<file path="config.mk">
export PLATFORM = sky130hd
export DESIGN_NAME = sclkfifolut_flags
export DESIGN_NICKNAME = d
export VERILOG_FILES = /design/src/rtl/sclkfifolut_flags.sv
export SDC_FILE = /design/constraint.sdc
export NUM_CORES = 1
export LEC_CHECK = 0
export CELL_PAD_IN_SITES_DETAIL_PLACEMENT = 2
export CELL_PAD_IN_SITES_GLOBAL_PLACEMENT = 2
export CORE_MARGIN = 3
export CORE_UTILIZATION = 44
export DETAILED_ROUTE_END_ITERATION = 10
export GPL_TIMING_DRIVEN = 0
export MAX_ROUTING_LAYER = met4
export PLACE_DENSITY_LB_ADDON = 0.08
export SYNTH_ARGS = -nofsm -noshare
export SYNTH_HDL_FRONTEND = slang
export SYNTH_SLANG_ARGS = --single-unit
</file>
<file path="constraint.sdc">
create_clock -name clk -period 5.3 [get_ports clk]
set_input_delay 0.795 -clock clk [delete_from_list [all_inputs] [get_ports clk]]
set_output_delay 0.795 -clock clk [all_outputs]
set_load 0.01 [all_outputs]
</file>
<file path="src/rtl/sclkfifolut_flags.sv">
// Single-clock LUT-RAM FIFO with optional first-word-fall-through read,
// programmable almost-full/almost-empty flags, synchronous flush and sticky error flags.
module sclkfifolut_flags #(
  parameter int LOG2_FIFO_DEPTH = 3,
  parameter int FIFO_WIDTH      = 32,
  parameter bit FWFT            = 1'b0,
  parameter int AFULL_THRESH    = 2**LOG2_FIFO_DEPTH - 1,
  parameter int AEMPTY_THRESH   = 1
) (
  input  logic                       clk,
  input  logic                       rst_n,
  input  logic                       sclr,
  input  logic                       wen,
  input  logic [FIFO_WIDTH-1:0]      wdata,
  output logic                       wfull,
  output logic                       walmost_full,
  input  logic                       ren,
  output logic [FIFO_WIDTH-1:0]      rdata,
  output logic                       rempty,
  output logic                       ralmost_empty,
  output logic [LOG2_FIFO_DEPTH:0]   level,
  output logic                       overflow,
  output logic                       underflow
);

  localparam int AW = LOG2_FIFO_DEPTH;
  localparam int DEPTH = 1 << AW;
  localparam logic [AW:0] DEPTH_L  = DEPTH[AW:0];
  localparam logic [AW:0] AFULL_L  = AFULL_THRESH[AW:0];
  localparam logic [AW:0] AEMPTY_L = AEMPTY_THRESH[AW:0];

  logic [FIFO_WIDTH-1:0] mem_q [DEPTH];

  logic [AW-1:0] wptr_q, wptr_d;
  logic [AW-1:0] rptr_q, rptr_d;
  logic [AW:0]   level_q, level_d;
  logic          overflow_q, overflow_d;
  logic          underflow_q, underflow_d;

  logic wr_acc, rd_acc, mem_we, rd_en;

  // Acceptance looks only at registered flags, so wen/ren never reach the flag outputs.
  assign wfull         = (level_q == DEPTH_L);
  assign rempty        = (level_q == '0);
  assign walmost_full  = (level_q >= AFULL_L);
  assign ralmost_empty = (level_q <= AEMPTY_L);
  assign level         = level_q;
  assign overflow      = overflow_q;
  assign underflow     = underflow_q;

  assign wr_acc = wen && !wfull;
  assign rd_acc = ren && !rempty;
  assign mem_we = !sclr && wr_acc;
  assign rd_en  = !sclr && rd_acc;

  always_comb begin
    wptr_d      = wptr_q;
    rptr_d      = rptr_q;
    level_d     = level_q;
    overflow_d  = overflow_q;
    underflow_d = underflow_q;
    if (sclr) begin
      wptr_d      = '0;
      rptr_d      = '0;
      level_d     = '0;
      overflow_d  = 1'b0;
      underflow_d = 1'b0;
    end else begin
      if (wr_acc) wptr_d = wptr_q + 1'b1;
      if (rd_acc) rptr_d = rptr_q + 1'b1;
      case ({wr_acc, rd_acc})
        2'b10:   level_d = level_q + 1'b1;
        2'b01:   level_d = level_q - 1'b1;
        default: level_d = level_q;
      endcase
      if (wen && wfull)  overflow_d  = 1'b1;
      if (ren && rempty) underflow_d = 1'b1;
    end
  end

  always_ff @(posedge clk or negedge rst_n) begin
    if (!rst_n) begin
      wptr_q      <= '0;
      rptr_q      <= '0;
      level_q     <= '0;
      overflow_q  <= 1'b0;
      underflow_q <= 1'b0;
    end else begin
      wptr_q      <= wptr_d;
      rptr_q      <= rptr_d;
      level_q     <= level_d;
      overflow_q  <= overflow_d;
      underflow_q <= underflow_d;
    end
  end

  // Storage is deliberately unreset so it maps onto distributed RAM.
  always_ff @(posedge clk) begin
    if (mem_we) mem_q[wptr_q] <= wdata;
  end

  if (FWFT) begin : g_fwft
    assign rdata = mem_q[rptr_q];
  end else begin : g_reg
    logic [FIFO_WIDTH-1:0] rdata_q, rdata_d;

    always_comb begin
      rdata_d = rdata_q;
      if (rd_en) rdata_d = mem_q[rptr_q];
    end

    always_ff @(posedge clk or negedge rst_n) begin
      if (!rst_n) rdata_q <= '0;
      else        rdata_q <= rdata_d;
    end

    assign rdata = rdata_q;
  end

endmodule

</file>
==> results of run 1 <==
## cell usage in the layout (no fill, tap or decap), drive strengths merged, types with 2 or more instances in the layout
cell type / n
inv: 5
clkbuf: 71
bufinv: 3
dfrtp: 44
nand2: 74
a21oi: 5
and2: 2
ha: 6
xor2: 4
clkinv: 7
mux2i: 128
nand2b: 4
nor2: 19
buf: 37
nor2b: 3
a311oi: 2
nand3b: 2
mux2: 2
clkdlybuf4s50: 75
nor3: 4
edfxtp: 256
nand3: 38
a22oi: 65
## flip-flops by register name (all words and copies together), names as in the netlist
name	flops
mem_q	256
overflow	1
rptr_q	3
rdata	32
level	4
wptr_q	3
underflow	1
## path summary, 6_finish.rpt
path	to	slack [ns]	startpoint
max	rempty	1.92	level[0]$_DFFE_PN0P_
min	rdata[17]$_DFFE_PN0P_	0.35	rst_n
max reg2reg	mem_q[0][3]$_DFFE_PP_	2.23	level[0]$_DFFE_PN0P_
min reg2reg	rdata[6]$_DFFE_PN0P_	0.48	rdata[6]$_DFFE_PN0P_
max in group asynchronous	rdata[8]$_DFFE_PN0P_	4.34	rst_n
min in group clk	rdata[6]$_DFFE_PN0P_	0.48	rdata[6]$_DFFE_PN0P_
## final cells by class
type,count,area (um2),area share
flip-flops and latches,300,8790,0.609
multi-input cells,369,2800,0.194
repair buffers,89,1010,0.0703
clock buffers,51,988,0.0685
well taps,335,419,0.0290
plain buffers,43,263,0.0182
clock inverters,11,133,0.00919
inverters,5,18.8,0.00130
## worst register-to-register path, stage by stage (launching register included)
cell and delay [ns]:
sky130_fd_sc_hd__dfrtp_1 0.50, sky130_fd_sc_hd__inv_1 0.14, sky130_fd_sc_hd__ha_1 0.29, sky130_fd_sc_hd__nand3b_2 0.21, sky130_fd_sc_hd__inv_2 0.09, sky130_fd_sc_hd__or4b_4 0.58
sky130_fd_sc_hd__nor3_4 0.52, sky130_fd_sc_hd__buf_16 0.24, sky130_fd_sc_hd__buf_16 0.19
## layer usage
metal | share of wire | global-route usage | vias up
li1 | - | - | 3003
met1 | 0.42 | 0.306 | 3606
met3 | 0.039 | 0.0300 | 48
met2 | 0.52 | 0.418 | 176
met4 | 0.018 | 0.0505 | 0
met5 | 0 | - | -
## cells by family after synthesis
| family | Yosys count |
|---|---|
| xor+xnor | 4 |
| flops | 300 |
| simple gates | 152 |
| buf+inv | 48 |
| compound gates | 77 |
| fa+ha+maj | 6 |
| mux | 130 |
## report_power, final
| group | internal (mW) | leakage (nW) | switching (mW) |
|---|---|---|---|
| clock | 1.44 | 0.542 | 0.914 |
| sequential | 2.75 | 2.87 | 0.123 |
| combinational | 0.660 | 1.46 | 0.872 |
| total | 4.85 | 4.87 | 1.91 |
## through the flow
step           cells  total power, mW  TNS [ns]  utilization  instance area [um2]
3_5_place_dp    1141             4.45         0        0.508                13300
4_1_cts         1203             6.83         0        0.551                14400
2_1_floorplan    717             3.71         0            -                11800
3_3_place_gp    1128             4.34    -49.49        0.496                13000
5_1_grt         1203             7.07         0        0.551                14400
6_report        1203             6.76         0        0.551                14400
==> tab_implementation.tex, run 1 <==
\begin{tabular}{lr}
\hline
Metric & Value \\
\hline
\multicolumn{2}{l}{\textbf{Floorplan}} \\
\quad Width of the chip & between 150 and 200 um \\
\quad Area of the die & about 29000 um2 \\
\quad Die Y-Extent & between 150 and 200 um \\
\quad Number of rows in the core area & 59 \\
\quad Num ports & 79 \\
\quad Starting density of the core & 0.451 \\
\quad Floorplan Core Area & roughly 26000 um2 \\
\multicolumn{2}{l}{\textbf{Final layout}} \\
\quad Layout cells sized above 1 & 0.123 \\
\quad Fillers & 2294 \\
\quad Layout Area Growth over Synthesis & 22.1\% \\
\quad Antenna diodes & 0 \\
\quad Final-stage net count & 885 \\
\multicolumn{2}{l}{\textbf{Timing}} \\
\quad Max frequency & 296 MHz \\
\quad Period utilisation layout & 0.638 \\
\quad RSZ-0062 raised after global routing & no \\
\quad Final setup fails & 0 \\
\quad Slew Viols, Final & 0 \\
\quad Worst Setup Slack, final & $\sim$1.9 ns \\
\quad Slew at the pin closest to its max-slew limit & 0.952 ns \\
\quad Worst slew slack as a fraction of its limit & 0.364 \\
\quad Min Clock Period, post-route & 3.38 ns \\
\quad Total count of hold-check failures in the final report & 0 \\
\quad Fin Hold WS & between 0.3 and 0.4 ns \\
\quad Final Skew & 0.0189 ns \\
\multicolumn{2}{l}{\textbf{Logic synthesis}} \\
\quad Compound-gate portion of the synthesized area & 0.0500 \\
\quad Adder and majority cell fraction of the synthesized area & 0.00635 \\
\quad Post-synthesis cell type count & 41 \\
\quad Combinational family with the most area after synthesis & multiplexers \\
\quad Library cell with the highest instance count after synthesis & sky130\_fd\_sc\_hd\_\_edfxtp\_1 \\
\quad Number of synthesized flops with an enable pin & 256 \\
\quad Synth Flop Type & sky130\_fd\_sc\_hd\_\_edfxtp\_1 \\
\quad Syn Nets & 760 \\
\quad Proportion of netlist area held by the largest area contributor & 0.651 \\
\quad Synthesis-stage register bit count & 300 \\
\quad Commonest cells in the netlist & 256 x sky130\_fd\_sc\_hd\_\_edfxtp\_1, 128 x sky130\_fd\_sc\_hd\_\_mux2i\_1, 73 x sky130\_fd\_sc\_hd\_\_nand2\_1 \\
\quad Number of instances in the synthesized netlist & 717 \\
\quad Synth Cell Area & 11800 um2 \\
\quad Sequential cell area fraction in the yosys report & 0.744 \\
\quad Share of synthesized area spent on multiplexers & 0.110 \\
\quad Yosys Warn Count & 0 \\
\quad Average cell area after synthesis & about 16 um2 \\
\quad Top cells by area in the synthesized netlist & sky130\_fd\_sc\_hd\_\_edfxtp\_1 65\%, sky130\_fd\_sc\_hd\_\_mux2i\_1 11\%, sky130\_fd\_sc\_hd\_\_dfrtp\_1 9.3\% \\
\quad Cell type with the highest aggregate area in the netlist & sky130\_fd\_sc\_hd\_\_edfxtp\_1 \\
\quad Share of flip-flops with an asynchronous set or reset after synthesis & 0.147 \\
\quad Simple-gate share of the synthesized area & 0.0629 \\
\quad XOR/XNOR share of the synthesized area & 0.00296 \\
\multicolumn{2}{l}{\textbf{Setup path}} \\
\quad Critical Path End Type & primary output \\
\quad Count of cells along the worst register-to-register path & 8 \\
\quad Critical Path Source Type & register \\
\quad CP Max Fanout & 7 \\
\quad Slowest-stage cell, CP & sky130\_fd\_sc\_hd\_\_clkdlybuf4s50\_1 \\
\quad Buffer and inverter count on the worst path & 4 \\
\quad Depth of the critical timing path with buffers and inverters included & 6 \\
\quad Required time of the critical path & 4.51 ns \\
\quad Cell-by-cell listing of the critical path & inv\_1, ha\_1, or3b\_1, buf\_6, inv\_2, clkdlybuf4s50\_1 \\
\quad Largest delay share family, worst path & buffers and inverters \\
\quad Arrival time of the worst setup path & 2.59 ns \\
\quad Worst path max stage delay & 0.54 ns \\
\quad Classification of the worst setup path & register to primary output \\
\multicolumn{2}{l}{\textbf{Global route}} \\
\quad Number of antenna violations at the first check in global routing & 0 \\
\quad Number of global-route vias before repair & 7782 \\
\quad Wire length of the first global-routing pass & roughly 50 mm \\
\quad Maximum number of pins on one net before global-route repair & 26 \\
\quad Global Route Usage Sum & 0.241 \\
\quad Total grt overflow & 0 \\
\multicolumn{2}{l}{\textbf{Route}} \\
\quad Vias per cell & approximately 5.7 \\
\quad Remaining antenna violation count after routing & 0 \\
\quad WL/cell & around 27 um \\
\quad TritonRoute pass-1 iters & 5 \\
\quad DR iter-0 viols & around 500 \\
\quad Via Count & 6833 \\
\quad Final WL & roughly 33 mm \\
\quad DRC errors left & 0 \\
\multicolumn{2}{l}{\textbf{Placed design}} \\
\quad Routability-driven placement congestion ratio & 0.733 \\
\quad Placement Setup Slack & 2.02 ns \\
\quad Final HPWL from detailed placement & roughly 21 mm \\
\quad Port Buffers & 76 \\
\multicolumn{2}{l}{\textbf{Clocking}} \\
\quad TritonCTS clock tree & done \\
\quad Clock buffer count from CTS & 34 \\
\quad Number of H-tree levels & 2 \\
\quad Clock latency on the worst-skew pair & 0.51 ns \\
\quad Count of buffers added by post-CTS timing repair for setup & 0 \\
\quad CTS hold repair buffers & 0 \\
\quad Post-CTS sizing & 0 \\
\quad TritonCTS Sinks & 300 \\
\quad Clock transition time at the flip-flop clock pins of the worst setup and hold paths & 0.06 ns \\
\quad Clk buf depth & 3 \\
\quad Cell at the root of the clock tree & sky130\_fd\_sc\_hd\_\_clkbuf\_16 \\
\multicolumn{2}{l}{\textbf{Worst hold path}} \\
\quad Type of the tightest min-delay check & input pin to asynchronous set/reset pin \\
\multicolumn{2}{l}{\textbf{Flow run}} \\
\quad Max-cap violation count & 0 \\
\multicolumn{2}{l}{\textbf{Pwr}} \\
\quad LEAKAGE & about 4.9 nW \\
\quad Maximum resistive drop on vdd & 0.281 mV \\
\quad Power density over the cells & around 470 nW/um2 \\
\multicolumn{2}{l}{\textbf{Run status}} \\
\quad Run status & finished, final reports clean \\
\hline
\end{tabular}
Power figures use the tool's default switching activity.
==> run 2, diff against run 1 <==
--- a/config.mk
+++ b/config.mk
@@ -8,7 +8,7 @@
 export CELL_PAD_IN_SITES_DETAIL_PLACEMENT = 2
 export CELL_PAD_IN_SITES_GLOBAL_PLACEMENT = 2
 export CORE_MARGIN = 3
-export CORE_UTILIZATION = 44
+export CORE_UTILIZATION = 39
 export DETAILED_ROUTE_END_ITERATION = 10
 export GPL_TIMING_DRIVEN = 0
 export MAX_ROUTING_LAYER = met4
==> constraint.sdc (replaced) <==
create_clock -name clk -period 2.94 [get_ports clk]
set_input_delay 0.441 -clock clk [delete_from_list [all_inputs] [get_ports clk]]
set_output_delay 0.441 -clock clk [all_outputs]
set_load 0.01 [all_outputs]
==> tab_implementation.tex, run 2 (same netlist as run 1, synthesis figures left out) <==
\begin{tabular}{lr}
\hline
Metric & Value \\
\hline
\multicolumn{2}{l}{\textbf{Run status}} \\
\quad Run status & finished, final reports clean \\
\multicolumn{2}{l}{\textbf{Pwr}} \\
\quad Switching power total & 3.29 mW \\
\quad Cell internal power dissipation & 8.49 mW \\
\quad Share of power burned in the clock network & 0.331 \\
\quad Share of total power in combinational logic & 0.230 \\
\quad Power, Total & 11.8 mW \\
\quad Share of total power consumed by net switching & 0.280 \\
\quad Power density over the cells & 808 nW/um2 \\
\quad LEAKAGE & 4.90 nW \\
\quad Maximum resistive drop on vdd & 0.423 mV \\
\quad Portion of total power attributed to sequential cells & 0.439 \\
\multicolumn{2}{l}{\textbf{Timing}} \\
\quad Slew at the pin closest to its max-slew limit & about 0.8 ns \\
\quad Worst slew slack as a fraction of its limit & 0.467 \\
\quad Final setup fails & 0 \\
\quad Max frequency & 358 MHz \\
\quad Period utilisation layout & 0.950 \\
\quad Min Clock Period, post-route & between 2 and 3 ns \\
\quad Setup TNS Final & 0 ns \\
\quad Slew Viols, Final & 0 \\
\quad Final Skew & 0.0150 ns \\
\quad Total count of hold-check failures in the final report & 0 \\
\multicolumn{2}{l}{\textbf{Clocking}} \\
\quad Clock transition time at the flip-flop clock pins of the worst setup and hold paths & 0.06 ns \\
\quad Cell at the root of the clock tree & sky130\_fd\_sc\_hd\_\_clkbuf\_16 \\
\quad TritonCTS Sinks & 300 \\
\quad Clock buffer count from CTS & 34 \\
\quad Clk buf depth & 3 \\
\quad TritonCTS clock tree & done \\
\quad Number of H-tree levels & 2 \\
\quad Clock latency on the worst-skew pair & 0.51 ns \\
\multicolumn{2}{l}{\textbf{Final layout}} \\
\quad Most frequent standard cell in the layout excluding fill and tap cells & sky130\_fd\_sc\_hd\_\_edfxtp\_1 \\
\quad Utilization of the core after routing & 0.490 \\
\quad Combined flip-flop and latch cell area & 8790 um2 \\
\quad Fillers & 2709 \\
\quad Antenna diodes & 0 \\
\quad Layout Area Growth over Synthesis & 23.3\% \\
\quad Layout cells sized above 1 & 0.128 \\
\quad Max reg flops & approximately 260 \\
\quad Final-stage net count & 896 \\
\quad Register containing the most flip-flops in the final layout & mem\_q \\
\quad Footprint of the multi-input gates & about 2800 um2 \\
\quad Non-Filler Cell Area, Final & 14600 um2 \\
\quad Non-filler instance count after layout & about 1300 \\
\quad Most used cells in the layout excluding fill and tap cells & 256 x sky130\_fd\_sc\_hd\_\_edfxtp\_1, 128 x sky130\_fd\_sc\_hd\_\_mux2i\_1, 74 x sky130\_fd\_sc\_hd\_\_clkdlybuf4s50\_1 \\
\multicolumn{2}{l}{\textbf{Global route}} \\
\quad Met3 routing resource usage after global routing & 0.0299 \\
\quad Global routing usage on met2 & 0.334 \\
\quad Global routing met1 resource utilization & 0.257 \\
\quad Busiest grt layer & met2 \\
\quad Maximum number of pins on one net before global-route repair & 24 \\
\quad Total grt overflow & 0 \\
\quad Wire length of the first global-routing pass & 47.5 mm \\
\quad Global Route Usage Sum & 0.198 \\
\quad Number of global-route vias before repair & 7699 \\
\quad Number of antenna violations at the first check in global routing & 0 \\
\multicolumn{2}{l}{\textbf{Floorplan}} \\
\quad Floorplan Core Area & 29700 um2 \\
\quad Area of the die & 32400 um2 \\
\quad Width of the chip & between 150 and 200 um \\
\quad Starting density of the core & 0.398 \\
\quad Number of rows in the core area & 63 \\
\quad Num ports & slightly below 80 \\
\quad Die Y-Extent & 180 um \\
\multicolumn{2}{l}{\textbf{Placed design}} \\
\quad Standard cell area after detailed placement & roughly 13000 um2 \\
\quad Routability-driven placement congestion ratio & 0.738 \\
\quad Final HPWL from detailed placement & 19.9 mm \\
\quad Inst Count DP & 1194 \\
\quad Port Buffers & 76 \\
\multicolumn{2}{l}{\textbf{Setup path}} \\
\quad Arrival time of the worst setup path & 2.99 ns \\
\quad CP Max Fanout & 19 \\
\quad Critical Path Source Type & register \\
\quad Classification of the worst setup path & register to register \\
\quad Required time of the critical path & between 3 and 4 ns \\
\quad Worst path max stage delay & 0.71 ns \\
\quad Slowest-stage cell, CP & sky130\_fd\_sc\_hd\_\_nor2\_4 \\
\quad Cell-by-cell listing of the critical path & inv\_1, ha\_2, nand3b\_2, nand4b\_1, nor2\_4, buf\_12 \\
\quad Critical Path End Type & register \\
\multicolumn{2}{l}{\textbf{Flow run}} \\
\quad Max-cap violation count & 0 \\
\multicolumn{2}{l}{\textbf{Route}} \\
\quad DR iter-0 viols & 409 \\
\quad Remaining antenna violation count after routing & 0 \\
\quad Vias per cell & 5.30 \\
\quad TritonRoute pass-1 iters & 4 \\
\quad Via Count & 6716 \\
\quad Final WL & 31.1 mm \\
\quad WL/cell & 24.6 um \\
\quad DRC errors left & 0 \\
\multicolumn{2}{l}{\textbf{Worst hold path}} \\
\quad Type of the tightest min-delay check & input pin to register \\
\hline
\end{tabular}
-- run 2: timing repair --
item	in CTS	in global routing
buffers inserted	3	9
hold endpoints to repair	4	0
pin swaps	1	4
gates resized for setup	2	0
hold buffers	1	0
setup endpoints to repair	71	79
-- run 2: final cells by class --
class,count,share of cell area
Clock buffer,51,0.0656
Inverter,5,0.00129
Buffer,43,0.0180
Clock inverter,8,0.00429
Multi-Input combinational cell,369,0.193
Sequential cell,300,0.603
Tap cell,390,0.0335
Timing Repair Buffer,100,0.0813
-- run 2: routing by layer --
metal  routed length [um]  vias up
met5                    0        -
met3                 1010       37
met1                13600     3541
met2                16000      121
li1                     -     3017
met4                  473        0
-- run 2: critical path, delay by kind of cell (launching register included) --
family                     cells  cell delay, ns
adders and majority gates      1            0.22
buffers and inverters          2            0.40
DFF                            1            0.47
and+or+nand+nor                3            1.38
-- run 2: through the flow --
step / setup slack [ns] / hold slack (ns)
floorplan: -0.417 / 0.145
global placement: -2.07 / 0.458
detailed placement: -0.196 / 0.471
CTS: 0.0243 / 0.349
global route: -0.0208 / 0.398
finish: 0.146 / 0.375
-- run 2: path summary, 6_finish.rpt --
| path | start | end | slack, ns | cells past startpoint |
|---|---|---|---|---|
| worst min register to register | rdata[0]$_DFFE_PN0P_ | rdata[0]$_DFFE_PN0P_ | 0.48 | 2 |
| worst max register to register | level[1]$_DFFE_PN0P_ | mem_q[5][26]$_DFFE_PP_ | 0.15 | 6 |
| max in group asynchronous | rst_n | rdata[11]$_DFFE_PN0P_ | 1.80 | 3 |
| worst min-delay path | sclr | level[0]$_DFFE_PN0P_ | 0.38 | 3 |
| min in group asynchronous | rst_n | rdata[17]$_DFFE_PN0P_ | 0.53 | 2 |
| worst max-delay path | level[1]$_DFFE_PN0P_ | mem_q[5][26]$_DFFE_PP_ | 0.15 | 6 |
-- run 2: power by group through the flow --
| stage | Sequential (mW) | Combinational [mW] | Clock [mW] |
|---|---|---|---|
| 3_5_place_dp | 5.26 | 2.73 | 0 |
| 6_report | 5.17 | 2.71 | 3.90 |
| 2_1_floorplan | 5.32 | 1.36 | 0 |
| 4_1_cts | 5.18 | 2.77 | 3.99 |
| 3_3_place_gp | 5.23 | 2.59 | 0 |
| 5_1_grt | 5.21 | 2.96 | 4.22 |
==> run 3, diff against run 2 <==
--- a/config.mk
+++ b/config.mk
@@ -10,7 +10,6 @@
 export CORE_MARGIN = 3
 export CORE_UTILIZATION = 39
 export DETAILED_ROUTE_END_ITERATION = 10
-export GPL_TIMING_DRIVEN = 0
 export MAX_ROUTING_LAYER = met4
 export PLACE_DENSITY_LB_ADDON = 0.08
 export SYNTH_ARGS = -nofsm -noshare
==> tab_implementation.tex, run 3 (same netlist as run 1, synthesis figures left out) <==
\begin{tabular}{lr}
\hline
Metric & Value \\
\hline
\multicolumn{2}{l}{\textbf{Run status}} \\
\quad Run status & finished, final reports clean \\
\multicolumn{2}{l}{\textbf{Floorplan}} \\
\quad Floorplan Core Area & 29700 um2 \\
\quad Num ports & 79 \\
\quad Starting density of the core & 0.398 \\
\quad Number of rows in the core area & 63 \\
\quad Area of the die & 32400 um2 \\
\quad Die Y-Extent & 180 um \\
\quad Width of the chip & 180 um \\
\multicolumn{2}{l}{\textbf{Setup path}} \\
\quad Arrival time of the worst setup path & approximately 2.4 ns \\
\quad Critical Path Source Type & register \\
\quad Worst path max stage delay & 0.54 ns \\
\quad Cell-by-cell listing of the critical path & inv\_1, ha\_4, or3b\_4, inv\_2, clkdlybuf4s50\_1 \\
\quad Critical Path End Type & primary output \\
\quad Required time of the critical path & 2.50 ns \\
\quad Classification of the worst setup path & register to primary output \\
\quad CP Max Fanout & 7 \\
\quad Slowest-stage cell, CP & sky130\_fd\_sc\_hd\_\_clkdlybuf4s50\_1 \\
\multicolumn{2}{l}{\textbf{Timing}} \\
\quad Max frequency & 350 MHz \\
\quad Slew Viols, Final & 0 \\
\quad Worst slew slack as a fraction of its limit & 0.429 \\
\quad Min Clock Period, post-route & 2.86 ns \\
\quad Fin Hold WS & 0.0200 ns \\
\quad Total count of hold-check failures in the final report & 0 \\
\quad RSZ-0062 raised after global routing & no \\
\quad Worst Setup Slack, final & 0.0849 ns \\
\quad Final Skew & about 0.023 ns \\
\quad Final setup fails & 0 \\
\quad Setup TNS Final & 0 ns \\
\quad Period utilisation layout & 0.971 \\
\quad Slew at the pin closest to its max-slew limit & around 0.85 ns \\
\multicolumn{2}{l}{\textbf{Clocking}} \\
\quad Clock buffer count from CTS & 34 \\
\quad Count of buffers added by post-CTS timing repair for setup & 0 \\
\quad TritonCTS clock tree & done \\
\quad TritonCTS Sinks & 300 \\
\quad Cell at the root of the clock tree & sky130\_fd\_sc\_hd\_\_clkbuf\_16 \\
\quad Clock transition time at the flip-flop clock pins of the worst setup and hold paths & 0.06 ns \\
\quad Number of H-tree levels & 2 \\
\quad Clk buf depth & 3 \\
\quad Clock latency on the worst-skew pair & $\sim$0.52 ns \\
\multicolumn{2}{l}{\textbf{Placed design}} \\
\quad Routability-driven placement congestion ratio & approximately 0.77 \\
\quad Placement Setup Slack & approximately 0.33 ns \\
\quad Inst Count DP & 1173 \\
\quad Final HPWL from detailed placement & 18.6 mm \\
\quad Standard cell area after detailed placement & 13200 um2 \\
\quad Port Buffers & 78 \\
\multicolumn{2}{l}{\textbf{Global route}} \\
\quad Wire length of the first global-routing pass & 47.0 mm \\
\quad Number of global-route vias before repair & 7583 \\
\quad Met3 routing resource usage after global routing & 0.0299 \\
\quad Total grt overflow & 0 \\
\quad Number of antenna violations at the first check in global routing & 1 \\
\quad Busiest grt layer & met2 \\
\quad Global routing met1 resource utilization & 0.243 \\
\quad Global Route Usage Sum & 0.193 \\
\quad Maximum number of pins on one net before global-route repair & 73 \\
\quad Global routing usage on met2 & 0.333 \\
\multicolumn{2}{l}{\textbf{Final layout}} \\
\quad Final-stage net count & 862 \\
\quad Footprint of the multi-input gates & 2850 um2 \\
\quad Non-filler instance count after layout & 1235 \\
\quad Register containing the most flip-flops in the final layout & mem\_q \\
\quad Most frequent standard cell in the layout excluding fill and tap cells & sky130\_fd\_sc\_hd\_\_edfxtp\_1 \\
\quad Combined flip-flop and latch cell area & 8790 um2 \\
\quad Most used cells in the layout excluding fill and tap cells & 256 x sky130\_fd\_sc\_hd\_\_edfxtp\_1, 128 x sky130\_fd\_sc\_hd\_\_mux2i\_1, 77 x sky130\_fd\_sc\_hd\_\_clkdlybuf4s50\_1 \\
\quad Utilization of the core after routing & 0.482 \\
\quad Layout Area Growth over Synthesis & 21.1\% \\
\quad Max reg flops & 256 \\
\quad Fillers & 2736 \\
\quad Non-Filler Cell Area, Final & between 10000 and 15000 um2 \\
\quad Layout cells sized above 1 & 0.124 \\
\multicolumn{2}{l}{\textbf{Route}} \\
\quad Vias per cell & 5.35 \\
\quad Remaining antenna violation count after routing & 0 \\
\quad DRC errors left & 0 \\
\quad DR iter-0 viols & around 330 \\
\quad Via Count & 6605 \\
\quad TritonRoute pass-1 iters & 4 \\
\quad WL/cell & between 20 and 25 um \\
\quad Final WL & 30.4 mm \\
\multicolumn{2}{l}{\textbf{Pwr}} \\
\quad Maximum resistive drop on vdd & 0.498 mV \\
\quad Power, Total & 11.8 mW \\
\quad Switching power total & 3.32 mW \\
\quad Power density over the cells & 826 nW/um2 \\
\quad Share of power burned in the clock network & 0.340 \\
\quad Portion of total power attributed to sequential cells & 0.440 \\
\quad Share of total power consumed by net switching & 0.281 \\
\quad Cell internal power dissipation & 8.49 mW \\
\quad Share of total power in combinational logic & 0.220 \\
\quad LEAKAGE & 4.76 nW \\
\multicolumn{2}{l}{\textbf{Flow run}} \\
\quad Max-cap violation count & 0 \\
\multicolumn{2}{l}{\textbf{Worst hold path}} \\
\quad Type of the tightest min-delay check & input pin to asynchronous set/reset pin \\
\hline
\end{tabular}
-- run 3: cell types whose count changed in the layout (fill, tap and decap cells not counted), sizes merged --
cell,previous run,this run
buf,47,32
diode,0,1
dlygate4sd2,1,0
inv,6,7
clkbuf,71,52
clkdlybuf4s50,74,77
dlygate4sd3,1,0
-- run 3: final cells by class --
class	instances	area share
antenna	1	0.000175
clock inverter	9	0.00586
sequential	300	0.614
timing repair buffer	109	0.0775
clock buffer	52	0.0677
multi-input combinational	369	0.199
inverter	5	0.00131
tap	390	0.0341
-- run 3: timing repair --
item	4_1_cts	5_1_grt
gates resized for setup	2	3
setup endpoints to repair	1	1
hold buffers	0	0
cloned	0	0
endpoints found under the hold margin	0	0
-- run 3: power groups by stage --
stage / registers, mW / logic, mW / clock network, mW
after CTS: 5.20 / 2.65 / 4.13
after floorplan: 5.32 / 1.36 / 0
after global placement: 5.25 / 2.54 / 0
final: 5.20 / 2.60 / 4.02
after global routing: 5.24 / 2.83 / 4.31
after detailed placement: 5.28 / 2.62 / 0
-- run 3: worst paths after layout --
| check | startpoint | end | slack [ns] | cells past startpoint |
|---|---|---|---|---|
| max in group asynchronous | rst_n | rdata[26]$_DFFE_PN0P_ | 2.31 | 2 |
| worst max-delay path | level[1]$_DFFE_PN0P_ | rempty | 0.08 | 5 |
| worst max register to register | level[1]$_DFFE_PN0P_ | mem_q[0][28]$_DFFE_PP_ | 0.47 | 7 |
| worst min register to register | rdata[20]$_DFFE_PN0P_ | rdata[20]$_DFFE_PN0P_ | 0.48 | 2 |
| min in group clk | rdata[20]$_DFFE_PN0P_ | rdata[20]$_DFFE_PN0P_ | 0.48 | 2 |
| worst min-delay path | rst_n | rdata[14]$_DFFE_PN0P_ | 0.02 | 1 |
-- run 3: worst max-delay path, delay by kind of cell (launching register included) --
kind	cells	cell delay (ns)
simple gates	1	0.45
buf+inv	3	0.83
fa+ha+maj	1	0.18
flops	1	0.45
-- run 3: metal layers --
metal	vias to the layer above	part of all wire
li1	2963	-
met1	3489	0.43
met5	-	0
met3	41	0.033
met4	0	0.016
met2	112	0.52
